File: src/rtl/triangle_duty_meter.sv
// triangle_duty_meter: measures one frame of a triangle-wave sample stream,
// finds the first maximum and its index, and converts that index back to
// the 0..STEPS duty code used by the waveform generator.
module triangle_duty_meter #(
  parameter int MEM_SIZE = 1024,
  parameter int ADDR_W   = 10,
  parameter int DATA_W   = 16,
  parameter int STEPS    = 10
) (
  input  logic                     i_clk,
  input  logic                     i_rst_n,
  input  logic                     i_valid,
  input  logic                     i_sof,
  input  logic signed [DATA_W-1:0] i_data,
  output logic                     o_busy,
  output logic                     o_done,
  output logic [3:0]               o_sel,
  output logic [ADDR_W-1:0]        o_peak_idx,
  output logic signed [DATA_W-1:0] o_peak_val,
  output logic                     o_err
);

  typedef enum logic [1:0] {
    S_IDLE,
    S_ACCUM,
    S_CALC,
    S_DONE
  } state_t;

  state_t                     state;
  state_t                     state_nxt;
  logic [ADDR_W-1:0]          cnt;
  logic signed [DATA_W-1:0]   max_val;
  logic [ADDR_W-1:0]          max_idx;
  logic                       pend;
  logic                       err_q;

  logic                       collecting;
  logic                       start;
  logic                       take;
  logic                       last;
  logic                       err_now;
  logic [ADDR_W+3:0]          prod;
  logic [3:0]                 sel_raw;
  logic [3:0]                 sel_calc;

  // Sample qualification. The peak/index are copied to the outputs at the
  // end of CALC, so the accumulator is free to take a new frame that starts
  // during CALC or DONE (pend marks such a frame until the FSM re-enters
  // ACCUM); this is what keeps back-to-back frames lossless.
  always_comb begin
    collecting = (state == S_ACCUM) || pend;
    start      = i_valid && i_sof;
    take       = i_valid && !i_sof && collecting;
    last       = take && (cnt == ADDR_W'(MEM_SIZE - 1));
    err_now    = start && collecting;
  end

  // State register.
  always_ff @(posedge i_clk or negedge i_rst_n) begin
    if (!i_rst_n) begin
      state <= S_IDLE;
    end else begin
      state <= state_nxt;
    end
  end

  // Next-state logic.
  always_comb begin
    state_nxt = state;
    unique case (state)
      S_IDLE:  if (start) state_nxt = S_ACCUM;
      S_ACCUM: if (last) state_nxt = S_CALC;
      S_CALC:  state_nxt = S_DONE;
      S_DONE:  state_nxt = (pend || start) ? S_ACCUM : S_IDLE;
      default: state_nxt = S_IDLE;
    endcase
  end

  // FSM-derived outputs.
  always_comb begin
    o_busy = (state != S_IDLE);
    o_done = (state == S_DONE);
  end

  // Frame accumulator: sample counter, running first maximum and its index.
  always_ff @(posedge i_clk or negedge i_rst_n) begin
    if (!i_rst_n) begin
      cnt     <= '0;
      max_val <= '0;
      max_idx <= '0;
      pend    <= 1'b0;
    end else begin
      pend <= (state == S_CALC) && start;
      if (start) begin
        cnt     <= ADDR_W'(1);
        max_val <= i_data;
        max_idx <= '0;
      end else if (take) begin
        if (i_data > max_val) begin
          max_val <= i_data;
          max_idx <= cnt;
        end
        cnt <= last ? '0 : cnt + ADDR_W'(1);
      end
    end
  end

  // Index-to-duty conversion: round(idx*STEPS/MEM_SIZE), saturated, and
  // forced to zero when the frame never rises above zero.
  always_comb begin
    prod    = (ADDR_W+4)'(max_idx) * (ADDR_W+4)'(STEPS)
            + (ADDR_W+4)'(MEM_SIZE / 2);
    sel_raw = prod[ADDR_W+3:ADDR_W];
    if (max_val[DATA_W-1] || (max_val == '0)) begin
      sel_calc = '0;
    end else if (sel_raw > 4'(STEPS)) begin
      sel_calc = 4'(STEPS);
    end else begin
      sel_calc = sel_raw;
    end
  end

  // Result registers, loaded on the CALC->DONE edge and held until the
  // next completed frame; error pulse one cycle after a mid-frame i_sof.
  always_ff @(posedge i_clk or negedge i_rst_n) begin
    if (!i_rst_n) begin
      o_sel      <= '0;
      o_peak_idx <= '0;
      o_peak_val <= '0;
      err_q      <= 1'b0;
    end else begin
      err_q <= err_now;
      if (state == S_CALC) begin
        o_sel      <= sel_calc;
        o_peak_idx <= max_idx;
        o_peak_val <= max_val;
      end
    end
  end

  assign o_err = err_q;

endmodule

File: config.mk
export PLATFORM = sky130hd
export DESIGN_NAME = triangle_duty_meter
export DESIGN_NICKNAME = d
export VERILOG_FILES = /design/src/rtl/triangle_duty_meter.sv
export SDC_FILE = /design/constraint.sdc
export NUM_CORES = 1
export LEC_CHECK = 0
export CORE_MARGIN = 4
export CORE_UTILIZATION = 55
export DETAILED_ROUTE_END_ITERATION = 10
export PLACE_DENSITY = 0.82
export SLEW_MARGIN = 10
export SYNTH_ARGS = -nofsm -noshare
export SYNTH_HDL_FRONTEND = slang
export SYNTH_SLANG_ARGS = --single-unit
File: constraint.sdc
create_clock -name i_clk -period 3.7 [get_ports i_clk]
set_input_delay 1.11 -clock i_clk [delete_from_list [all_inputs] [get_ports i_clk]]
set_output_delay 1.11 -clock i_clk [all_outputs]
set_load 0.05 [all_outputs]
# Word level (Yosys, flattened, before mapping)
# Index checks and enable logic that the tools add are counted.
# Widths: inputs -> output; s select.
[word_totals]
ff_bits = 70
input_bits = 20
wordCells = 52
[op_classes]
add_sub_neg = 2
multipliers = 1
order_cmp = 2
n_eq_ne = 6
mux = 15
reduce_logical = 17
[op_table]
columns = ["op", "count"]
rows = [
  ["$mux 10", 6],
  ["$mux 16", 3],
  ["$gt 16x16->1", 1],
  ["$logic_not 16->1", 1],
  ["$add 14x10->14 const B", 1],
  ["$mul 10x3->13 const B", 1],
  ["$add 10x1->10 const B", 1],
  ["$eq 10x10->1 const B", 1],
  ["$mux 4", 2],
  ["$pmux 2 s4", 1],
  ["$logic_and 1x1->1", 6],
  ["$reduce_bool 2->1", 3],
  ["$eq 2x2->1 const B", 2],
  ["$gt 4x4->1 const B", 1],
  ["$mux 2", 2],
  ["$ne 2x2->1 const B", 2],
  ["$reduce_and 2->1", 2],
  ["$logic_or 1x1->1", 3],
  ["$eq 2x1->1 const B", 1],
  ["$logic_not 2->1", 1],
  ["$logic_not 1->1", 1],
  ["$mux 1", 1],
]

# Depth between registers and ports, before layout
# Gate-level depths: netlist of the first run.
[depth]
depth_word = 7
depth_mapped = 13
mapped_depth_nobuf = 13

# Least setup slack after synthesis of the first run
# No wires, ideal clock.
[synth_timing]
path_type = "register to register"
start = "register max_idx[2]"
end = "register o_sel[1]"
setup_ps = 126
arrival_ps = 2924
t_required_ps = 3574
setup_slack_ps = 650
path_stages_with_launch = 14
path_buffers = 0
cell_sequence = "dfrtp_1 ha_1 ha_1 nand4_1 a22oi_2 o211a_1 inv_1 ha_1 and2_1 a2111oi_0 o21bai_1 a32oi_2 nor2b_1 a221o_1"
[synth_between]
elab_chain_len = 5
[synth_lines]
columns = ["item", "line_no", "rtl"]
rows = [
  ["from (decl)", "34", "logic [ADDR_W-1:0] max_idx;"],
  ["from (signal assigned)", "102", "max_idx <= cnt;"],
  ["$mul 10x3->13 (*)", "112", "prod = (ADDR_W+4)'(max_idx) * (ADDR_W+4)'(STEPS)"],
  ["$add 14x10->14 (*)", "113", "+ (ADDR_W+4)'(MEM_SIZE / 2);"],
  ["$gt 4x4->1", "117", "end else if (sel_raw > 4'(STEPS)) begin"],
  ["$mux 4 (*)", "117", ""],
  ["$mux 4 (*)", "115", "if (max_val[DATA_W-1] || (max_val == '0)) begin"],
  ["to (signal assigned)", "135", "o_sel <= sel_calc;"],
  ["to (decl)", "17", "output logic [3:0] o_sel,"],
]
# Every way passes the cells marked *; elsewhere a longest branch is shown, timed or not.
# A chain may end at the register's enable or synchronous reset.

# Worst setup path after layout of the first run
# Same ends and word-level chain as after synthesis.

==> flow_metrics.py, run 1 <==
metrics = {
    "clock_network": {
        "cts_resized": 0,
        "postCtsSetupRepairBufs": 0,
        "clock_sink_count": 70,
        "cts_hold_buf": 0,
        "htree_num_levels": 3,
        "clk_latency_ps": 360,
        "tritoncts": "done",
        "clk_transition_reported_paths_ps": 70,
        "ctsRootBufferMaster": "clkbuf_8",
        "clk_path_buf_depth": 2,
        "cts_made_buffers": 9,
    },
    "global_route": {
        "grt.total_usage_pct": 20.4,
        "grt-ovfl-total": 0,
        "grt_pass1_wl_microns": 13900,
        "grt_pass1_vias": 2943,
        "antenna_found_initial": 0,
        "pin_count_of_the_biggest_net_entering_global_routing": 32,
    },
    "placement": {
        "dp_slack_ps": 117,
        "detailed_place_hpwl_microns": 6010,
        "placed_instances": 500,
        "gp_congestion": 0.854,
        "port-buffer-count": 52,
    },
    "timing": {
        "finalSetupTns_ps": 0,
        "setup_slack_ps": 336,
        "setup-violations-final": 0,
        "period_share_pct": 90.9,
        "max_slew_violation_count": 0,
        "timing.final.crit_period_ps": 3360,
        "report.final.hold_viol_count": 0,
        "maxClockFrequency_mhz": 297,
        "grt_setup_unrepaired": "no",
        "maxSlewHeadroom_pct": 55.7,
        "worst_pin_slew_ps": 659,
        "fin_worst_skew_ps": 9.42,
    },
    "synthesis": {
        "synth_edf_count": 0,
        "synthDistinctLibCells": 61,
        "post_synth_inst_count": 355,
        "async_flop_share_pct": 100,
        "netlist_area_sq_um": 3960,
        "yosys_warnings": 0,
        "ys_ff_latch": 70,
        "synth_fp_nets": 412,
        "postSynthAreaPerCell_sq_um": 11.2,
        "dominantRegCellSynth": "dfrtp_1",
        "sequential_share_of_the_synthesized_area_pct": 44.2,
    },
    "power": {
        "peakVddDrop_uv": 236,
        "report.power.total_mw": 2.07,
        "p_per_area_nw_per_um2": 429,
        "cellLeakagePower_nw": 2.34,
    },
    "detailed_routing": {
        "avgViaCountPerCell": 5.56,
        "drt_first_pass_iters": 5,
        "antenna_violating_nets_post_route": 0,
        "iter_0_drt_violations": 203,
        "drt-wirelength-per-cell_microns": 15.9,
        "vias": 2869,
        "wirelength_microns": 8190,
        "post_detailed_route_drc_marker_count": 0,
    },
    "run_status": {
        "result_of_the_run": "complete, no violations",
    },
    "floorplanning": {
        "area_of_the_core_sq_um": 6910,
        "die_y_microns": 92.9,
        "boundaryPins": 53,
        "initial_util_pct": 57.4,
        "fp-row-count": 30,
        "die_width_microns": 92.9,
        "floorplan.die_area_sq_um": 8630,
    },
    "critical_path": {
        "worst-r2r-setup-slack_ps": 340,
        "timing.critical_path.required_ps": 3940,
        "crit-reg2reg-launch": "max_idx[2]",
        "endpoint_kind": "register",
        "worst_ep_arrival_time_ps": 3610,
        "cp_max_fo": 4,
        "reg2reg_capture_point": "o_sel[1]",
        "path_class": "reg -> reg",
        "worstSetupStartpoint": "max_idx[2]",
        "crit_end": "o_sel[1]",
        "critPathLaunchType": "register",
        "r2r_cell_count": 13,
    },
    "finish": {
        "diodes": 0,
        "layoutNonFillerInstCount": 516,
        "finalNetCount": 472,
        "synthToLayoutAreaGrowth_pct": 21.6,
        "final_layout_size_suffix_gt1_share_pct": 17.6,
    },
    "hold_path": {
        "hold_path.class": "reg -> reg",
    },
    "flow_run": {
        "max_cap_violations": 0,
    },
}
==> flip-flops by register name, summed over array words and instances (netlist names) <==
| signal | cells |
|---|---|
| cnt | 10 |
| o_sel | 4 |
| o_peak_val | 16 |
| max_val | 16 |
| max_idx | 10 |
| o_peak_idx | 10 |
| pend | 1 |
| state | 2 |
| o_err | 1 |
==> power breakdown <==
| part | internal [mW] | leakage [nW] | switching (mW) |
|---|---|---|---|
| clock | 0.333 | 0.0987 | 0.309 |
| sequential | 0.851 | 0.928 | 0.103 |
| combinational | 0.253 | 1.31 | 0.219 |
==> worst min-delay path by stage <==
stage | startpoint | to | slack (ps) | cells after the start
after floorplan | cnt[3] | cnt[3] | 480 | 1
after global placement | o_sel[3] | o_sel[3] | 470 | 1
after detailed placement | o_sel[3] | o_sel[3] | 470 | 1
after CTS | o_sel[3] | o_sel[3] | 490 | 1
after global routing | o_sel[3] | o_sel[3] | 510 | 1
final | o_sel[3] | o_sel[3] | 490 | 1
==> cells in the final DEF (no fill, tap or decap), types with 5 or more instances in the layout <==
cell type / synthesis / final
clkbuf_8: 0 / 10
nor2b_1: 8 / 8
nand3_1: 5 / 5
mux2_4: 10 / 10
dfrtp_1: 70 / 70
inv_1: 24 / 24
and3_1: 7 / 7
nand4_1: 5 / 5
o21ai_0: 17 / 17
ha_1: 37 / 37
clkdlybuf4s50_1: 0 / 51
a21oi_1: 8 / 8
buf_4: 1 / 5
a21o_1: 6 / 6
mux2i_1: 11 / 11
nor2_1: 18 / 18
mux2_2: 33 / 33
nand2_1: 31 / 31
==> routing by layer <==
layer / share of wire (%) / global-route usage [%] / up-vias
met5: 0 / 0 / -
met4: 2.0 / 9.65 / 0
met3: 4.6 / 2.92 / 13
met2: 49 / 33.6 / 77
met1: 44 / 26.6 / 1380
li1: - / - / 1399
==> final cells by class <==
class                   instances  area (sq um)
repair buffers                 58           573
inverters                      24          90.1
flip-flops and latches         70          1750
fillers                       519          2090
multi-input cells             252          2070
clock buffers                  10           138
well taps                      96           120
clock inverters                 6          71.3
==> cell families (layout without fill, tap and decap cells) <==
| group | after synthesis | in the layout | synth area share, % |
|---|---|---|---|
| buffers and inverters | 33 | 98 | 3.44 |
| DFF | 70 | 70 | 44.2 |
| AOI/OAI and AO/OA | 61 | 61 | 11.0 |
| and+or+nand+nor | 95 | 95 | 12.6 |
| adders and majority gates | 37 | 37 | 11.7 |
| muxes | 54 | 54 | 15.9 |
| xor gates and xnor gates | 5 | 5 | 1.11 |
==> critical path, cell delays in order (launching register included) <==
cell       delay, ps
dfrtp_1          420
ha_1             310
ha_1             270
nand4_1          150
a22oi_2          280
o211a_1          250
inv_1             60
ha_1             230
and2_1           170
a2111oi_0        330
o21bai_1         160
a32oi_2          210
nor2b_1          100
a221o_1          300
==> Yosys cell counts, drive strengths merged (3+ instances only) <==
master	instances	share of area (%)
nand4	5	0.79
and2	3	0.47
buf	5	0.79
nand2	31	2.9
clkbuf	4	0.38
nor2	18	1.7
nor2b	8	1.3
dfrtp	70	44
xor2	4	0.88
o21ai	22	2.9
ha	37	12
mux2i	11	2.8
o211ai	3	0.92
inv	24	2.3
and3	7	1.1
nor4	3	0.47
nand3	5	0.63
nor3	4	0.92
mux2	43	13
a21oi	9	1.2
a21o	6	1.1
==> per-stage QoR <==
step	util (%)	hold slack (ps)	cell area (sq um)
global route	69.8	510	4820
finish	69.8	487	4820
floorplan	-	478	3960
CTS	69.8	489	4820
detailed placement	66.7	473	4610
global placement	66.7	468	4610
Note: power is estimated with default switching activity, not from simulation.
==> run 2: changes to the inputs <==
--- a/config.mk
+++ b/config.mk
@@ -13,3 +13,4 @@
 export SYNTH_ARGS = -nofsm -noshare
 export SYNTH_HDL_FRONTEND = slang
 export SYNTH_SLANG_ARGS = --single-unit
+export TNS_END_PERCENT = 10
==> results of run 2 <==
The final DEF is identical to that of run 1; final timing and power are the same.
